`src/rtl/display_pkg.sv`:
```
// Shared types and helpers for the multiplexed seven-segment display path.
package display_pkg;

    typedef logic [3:0] digit_t;

    localparam digit_t BRIGHT_FULL = 4'hF;
    localparam int     MAX_DIGITS  = 32;

    // All-off select pattern for n digits; bits above n are zero.
    function automatic logic [MAX_DIGITS-1:0] sel_inactive(input int n, input bit active_high);
        logic [MAX_DIGITS-1:0] v;
        v = '0;
        if (!active_high) begin
            for (int i = 0; i < MAX_DIGITS; i++) begin
                if (i < n) v[i] = 1'b1;
            end
        end
        return v;
    endfunction

endpackage

```
`src/rtl/display_scan_ctrl_shift.sv`:
```
// N-digit keypad entry register: newest code enters at digit 0, oldest falls off.
module digit_shift_reg
    import display_pkg::*;
#(
    parameter int NUM_DIGITS = 2
) (
    input  logic                    clk,
    input  logic                    reset,
    input  logic                    clear,
    input  logic                    key_valid,
    input  logic [3:0]              key_code,
    output logic [4*NUM_DIGITS-1:0] digits
);

    digit_t                  code;
    logic [4*NUM_DIGITS-1:0] shifted;

    assign code = key_code;

    generate
        if (NUM_DIGITS == 1) begin : g_single
            assign shifted = code;
        end else begin : g_multi
            assign shifted = {digits[4*NUM_DIGITS-5:0], code};
        end
    endgenerate

    // clear wins over a simultaneous key; the key is dropped, not queued
    always_ff @(posedge clk) begin
        if (reset || clear) begin
            digits <= '0;
        end else if (key_valid) begin
            digits <= shifted;
        end
    end

endmodule

```
`src/rtl/display_scan_ctrl.sv`:
```
// Time-multiplexed N-digit display scanner with anti-ghost blanking and 16-level PWM.
module display_scan_ctrl
    import display_pkg::*;
#(
    parameter int NUM_DIGITS      = 2,
    parameter int DIGIT_PERIOD    = 60000,
    parameter int BLANK_CYCLES    = 600,
    parameter int SEL_ACTIVE_HIGH = 1
) (
    input  logic                    clk,
    input  logic                    reset,
    input  logic [3:0]              key_code,
    input  logic                    key_valid,
    input  logic                    clear,
    input  logic [3:0]              brightness,
    output logic [NUM_DIGITS-1:0]   digit_sel,
    output logic [3:0]              hex_out,
    output logic [4*NUM_DIGITS-1:0] digits,
    output logic                    slot_start
);

    localparam int CNT_W = $clog2(DIGIT_PERIOD);
    localparam int IDX_W = (NUM_DIGITS > 1) ? $clog2(NUM_DIGITS) : 1;

    localparam logic [MAX_DIGITS-1:0] SEL_OFF_ALL = sel_inactive(NUM_DIGITS, SEL_ACTIVE_HIGH != 0);
    localparam logic [NUM_DIGITS-1:0] SEL_OFF     = SEL_OFF_ALL[NUM_DIGITS-1:0];
    localparam logic [CNT_W-1:0]      CNT_LAST    = CNT_W'(DIGIT_PERIOD - 1);
    localparam logic [IDX_W-1:0]      IDX_LAST    = IDX_W'(NUM_DIGITS - 1);

    logic [CNT_W-1:0]        cnt_p0;
    logic [IDX_W-1:0]        idx_p0;
    logic [4*NUM_DIGITS-1:0] digits_p0;
    logic [3:0]              pwm_phase;
    logic                    in_on;
    logic                    lit;
    logic [NUM_DIGITS-1:0]   sel_nxt;
    logic [3:0]              hex_nxt;
    logic                    start_nxt;

    digit_shift_reg #(
        .NUM_DIGITS(NUM_DIGITS)
    ) u_shift (
        .clk      (clk),
        .reset    (reset),
        .clear    (clear),
        .key_valid(key_valid),
        .key_code (key_code),
        .digits   (digits_p0)
    );

    assign digits = digits_p0;

    // ---- stage p0: slot counter and digit index ----
    always_ff @(posedge clk) begin
        if (reset) begin
            cnt_p0 <= '0;
            idx_p0 <= '0;
        end else if (cnt_p0 == CNT_LAST) begin
            cnt_p0 <= '0;
            idx_p0 <= (idx_p0 == IDX_LAST) ? '0 : idx_p0 + 1'b1;
        end else begin
            cnt_p0 <= cnt_p0 + 1'b1;
        end
    end

    generate
        if (CNT_W >= 4) begin : g_phase_wide
            assign pwm_phase = cnt_p0[3:0];
        end else begin : g_phase_narrow
            assign pwm_phase = 4'(cnt_p0);
        end

        if (BLANK_CYCLES == 0) begin : g_no_blank
            assign in_on = 1'b1;
        end else begin : g_blank
            assign in_on = (cnt_p0 >= CNT_W'(BLANK_CYCLES));
        end
    endgenerate

    assign lit = in_on && ((brightness == BRIGHT_FULL) || (pwm_phase <= brightness));

    // Only the scanned digit's bit ever leaves the off pattern, so selects stay one-hot.
    always_comb begin
        sel_nxt = SEL_OFF;
        if (lit) sel_nxt[idx_p0] = ~SEL_OFF[idx_p0];
        hex_nxt   = digits_p0[{idx_p0, 2'b00} +: 4];
        start_nxt = (cnt_p0 == '0);
    end

    // ---- stage p1: registered pin outputs ----
    always_ff @(posedge clk) begin
        if (reset) begin
            digit_sel  <= SEL_OFF;
            hex_out    <= '0;
            slot_start <= 1'b0;
        end else begin
            digit_sel  <= sel_nxt;
            hex_out    <= hex_nxt;
            slot_start <= start_nxt;
        end
    end

endmodule

```
`config.mk`:
```
export PLATFORM = sky130hd
export DESIGN_NAME = display_scan_ctrl
export DESIGN_NICKNAME = d
export VERILOG_FILES = /design/src/rtl/display_pkg.sv /design/src/rtl/display_scan_ctrl_shift.sv /design/src/rtl/display_scan_ctrl.sv
export SDC_FILE = /design/constraint.sdc
export NUM_CORES = 1
export LEC_CHECK = 0
export ABC_CLOCK_PERIOD_IN_PS = 2500
export CORE_MARGIN = 5
export CORE_UTILIZATION = 37
export CTS_CLUSTER_DIAMETER = 120
export DETAILED_ROUTE_END_ITERATION = 10
export PLACE_DENSITY = 0.6
export SLEW_MARGIN = 0
export SYNTH_ARGS = -nofsm -noshare
export SYNTH_HDL_FRONTEND = slang
export SYNTH_SLANG_ARGS = --single-unit
export TNS_END_PERCENT = 5
```
`constraint.sdc`:
```
create_clock -name clk -period 2.5 [get_ports clk]
set_input_delay 0.75 -clock clk [delete_from_list [all_inputs] [get_ports clk]]
set_output_delay 0.75 -clock clk [all_outputs]
set_load 0.005 [all_outputs]
```
### Word level (Yosys, flattened, before mapping)

Index checks and enable logic that the tools add are counted.

* output and inout bits: 15
* word-level logic and storage cells: 29
* register bits after elaboration: 32
* input bits: 12

* equality and inequality tests: 2
* muxes and demuxes: 4
* add/subtract/negate cells: 2
* bitwise operators: 3
* shifts and indexed selects: 1
* order comparisons: 4
* reductions and logical operators: 7

Operators by type and width (number)
* $add A16 B1 Y16 const B: 1
* $eq A16 B16 Y1 const B: 1
* $ge A16 B10 Y1 const B: 1
* $logic_not A16 Y1: 1
* $shiftx A8 B4 Y4: 1
* $eq A4 B4 Y1 const B: 1
* $le A4 B4 Y1: 1
* $reduce_or A2 Y1: 2
* $mux W1: 3
* $and A2 B2 Y2: 1
* $logic_and A1 B1 Y1: 2
* $logic_or A1 B1 Y1: 2
* $lt A1 B2 Y1 const B: 1
* $not A1 Y1: 2
* $add A1 B1 Y1 const B: 1
* $demux W1 S1: 1
* $ge A1 B1 Y1 const B: 1

### Longest topological paths before layout

* depth after elaboration: 5
* gate-level depth with buffers: 7
* depth with buffers taken out: 6

### By module

Synthesis repeated with hierarchy kept, for this count alone.

* cells, all modules: 162
* area total of the unflattened synthesis: 1448.9 um^2

Modules (own cells, without submodules)
* display_scan_ctrl: sequential area each 480.5 um^2, cells an instance 135, times used 1, area an instance 1153.6 um^2
* digit_shift_reg: sequential area each 160.2 um^2, cells an instance 27, times used 1, area an instance 295.3 um^2

### Least setup slack after synthesis

Ideal clock, no wire load.

* path type: input port to flip-flop
* start: in brightness[1]
* end: reg digit_sel[1]
* data arrival time: 1614 ps
* path buffers: 0
* slack: 790 ps
* required time: 2404 ps
* stages on the path: 6
* library setup time: 96 ps
* cells stage by stage: inv_1 ha_1 nor2b_1 o211ai_1 a21oi_1 nor4b_1

* cells in the longest elaborated chain, start to end: 5
* elaborated cells between the ends (all ways): 6

Ends and longest elaborated chain
* start: declaration: line display_scan_ctrl.sv:15 `input logic [3:0] brightness,`
* $le A4 B4 Y1 or $eq A4 B4 Y1 (tied branches): line display_scan_ctrl.sv:80 `assign lit = in_on && ((brightness == BRIGHT_FULL) || (pwm_phase <= brightness));`
* $logic_or A1 B1 Y1 *: line display_scan_ctrl.sv:80
* $logic_and A1 B1 Y1 *: line display_scan_ctrl.sv:80
* $not A1 Y1 (no source line) *
* $reduce_or A2 Y1 (no source line) *
* end signal: assignment: line display_scan_ctrl.sv:97 `digit_sel <= sel_nxt;`
* end: declaration: line display_scan_ctrl.sv:16 `output logic [NUM_DIGITS-1:0] digit_sel,`

Every way passes the cells marked *; elsewhere a longest branch is shown, timed or not.
A chain may end at the register's enable or synchronous reset.

### Final worst setup path

Same ends and word-level chain as after synthesis.

==> reports/qor.txt <==
sequential area share after synthesis -> 0.441
Synth Warn # -> 0
Num Clock Sinks -> 32
n_diodes -> 0
total grt overflow -> 0
largest net degree at the start of global routing -> 15
met1 WL -> 1260 um
synth unique cells -> 33
period utilization -> 0.817
reg2reg setup slack -> 780 ps
CTS clk-pin slew, worst paths -> 60 ps
Leak -> 0.692 nW
wire per inst -> 12.4 um
minimum clock period -> 2040 ps
FILL cells -> 361
initial antenna violation count -> 0
PortBufs -> 26
DR pass1 iterations -> 4
All-Layer GR Usage -> 0.119
metal2 WL -> 1410 um
crit-path max FO -> 2
outcome -> finished, final reports clean
fmax -> 489 MHz
commonest non-fill, non-tap cell in the layout -> dfxtp_1
routability cong. -> 0.844
Non-Filler Instances -> 234
max layer used -> met4
synthesized cell area -> 1450 um2
Worst-Skew Late Latency -> 280 ps
Post-DP HPWL -> 2240 um
Final setup viols -> 0
first-pass GRT wire length -> 4800 um
Tightest Hold Check Type -> flip-flop to flip-flop
via count -> 1165
Worst slew margin -> 0.681
core area -> 3740 um2
ys flop type -> dfxtp_1
post-CTS setup buffers -> 0
Fin. Hold Viols -> 0
Peak VDD IR -> 237 uV
DR WL met3 -> 153 um
Root Driver -> clkbuf_8
max-slew violations -> 0
Synthesized Nets -> 174
Starting Density -> 0.388
vias per cell -> 4.98
ratio of cells with drive above 1 in the final layout -> 0.0806
H-tree depth -> 2
R2R depth -> 4
DIE AREA -> 5280 um2
final instance area -> 1850 um2
post_cts resized -> 0
die width -> 72.7 um
Max Root-Sink Buffers -> 2
Cell Area, Placed -> 1760 um2
post-route ant nets -> 0
# DRC -> 0
Setup crit start -> brightness[1]
die height -> 72.7 um
Placed Instances -> 226
RSZ-0062 raised after global routing -> no
hold_buf cts -> 0
vias in the first global route -> 1167
Synth async-reset ratio -> 0
worst flop-to-flop path endpoint -> cnt_p0[15]
CTS Buf Count -> 5
Gate Count Post-Synth -> 156
worst flop-to-flop path startpoint -> cnt_p0[3]
syn avg cell area -> 9.31 um2
measured slew at the worst slew-check pin -> 477 ps
P&R area growth vs syn -> 27.1%
final clock skew -> 6.13 ps
TritonCTS clock tree -> done
PD cells -> 547 nW/um2
data arrival time of the critical path -> 2220 ps
TNS Setup -> 0 ps
Routed WL -> 2910 um
Max Cap Viol -> 0
WS Path Type -> input port to flip-flop
initial drt markers -> 42
Critical Path Sink -> digit_sel[1]
Ports -> 27
nets@finish -> 203
leading cell types in the layout, fill and taps excluded -> dfxtp_1, nor2_1, clkdlybuf4s50_1
Core Rows -> 22
worst path required time -> 2680 ps
CP endpoint kind -> flip-flop
type of origin of the critical path -> input port
Yosys reg bits -> 32
EDFF count, synth -> 0
stage by stage:
stage / util / setup WS [ps] / hold WS (ps) / power (W)
after floorplan: - / 790 / 451 / 0.000583
after global placement: 0.469 / 256 / 473 / 0.000620
after detailed placement: 0.469 / 157 / 472 / 0.000624
after CTS: 0.493 / 453 / 487 / 0.00103
after global routing: 0.493 / 331 / 529 / 0.00106
final: 0.493 / 457 / 496 / 0.00101
logic make-up after synthesis:
family                     Yosys count  synth area share
and+or+nand+nor                     72             0.271
DFF                                 32             0.441
xor gates and xnor gates            14            0.0844
buffers and inverters               14            0.0422
muxes                               12            0.0827
AOI/OAI and AO/OA                    6            0.0267
adders and majority gates            6            0.0517
critical path: stages:
cell             delay (ps)
clkdlybuf4s50_1         480
inv_1                    50
ha_1                    300
nor2b_1                 130
o211ai_1                160
a21oi_1                 100
nor4b_1                 250
metal layers:
| metal | vias up | track usage |
|---|---|---|
| met3 | 12 | 0.0537 |
| met2 | 25 | 0.191 |
| met4 | 0 | 0.0881 |
| li1 | 593 | - |
| met5 | - | 0 |
| met1 | 535 | 0.121 |
where the power goes:
| group | internal, W | switching [W] | total, W |
|---|---|---|---|
| combinational | 0.0000470 | 0.0000344 | 0.0000814 |
| clock | 0.000224 | 0.000174 | 0.000398 |
| sequential | 0.000520 | 0.00000999 | 0.000530 |
| total | 0.000791 | 0.000218 | 0.00101 |
layout make-up:
class	instances	area (um2)	area share
repair buffers	28	275	0.149
flip-flops and latches	32	641	0.347
well taps	48	60.1	0.0325
inverters	8	30.0	0.0163
multi-input cells	110	751	0.407
clock buffers	8	90.1	0.0488
flip-flops by register name, summed over array words and instances, names as in the netlist:
name / flops
cnt_p0: 16
u_shift.digits: 8
hex_out: 4
digit_sel: 2
idx_p0: 1
slot_start: 1
synth_stat cells (all sizes together) (3+ instances only):
cell type,instances,share of area
nand4,7,0.040
nand3,6,0.024
mux2i,12,0.083
ha,6,0.052
xnor2,10,0.060
dfxtp,32,0.44
xor2,4,0.024
or3,3,0.016
nor4,7,0.034
nor2,31,0.080
a21oi,4,0.016
nor3,3,0.010
clkbuf,3,0.0078
nand2,7,0.018
buf,3,0.014
inv,8,0.021
worst min-delay path by stage:
| stage | endpoint | slack [ps] | start | depth (start not counted) |
|---|---|---|---|---|
| finish | cnt_p0[0] | 500 | cnt_p0[0] | 1 |
| CTS | cnt_p0[0] | 490 | cnt_p0[0] | 1 |
| global placement | cnt_p0[0] | 470 | cnt_p0[0] | 1 |
| detailed placement | cnt_p0[0] | 470 | cnt_p0[0] | 1 |
| floorplan | cnt_p0[0] | 450 | cnt_p0[0] | 1 |
| global route | cnt_p0[15] | 530 | cnt_p0[15] | 2 |
No activity file was read; power rests on OpenSTA's default activity.
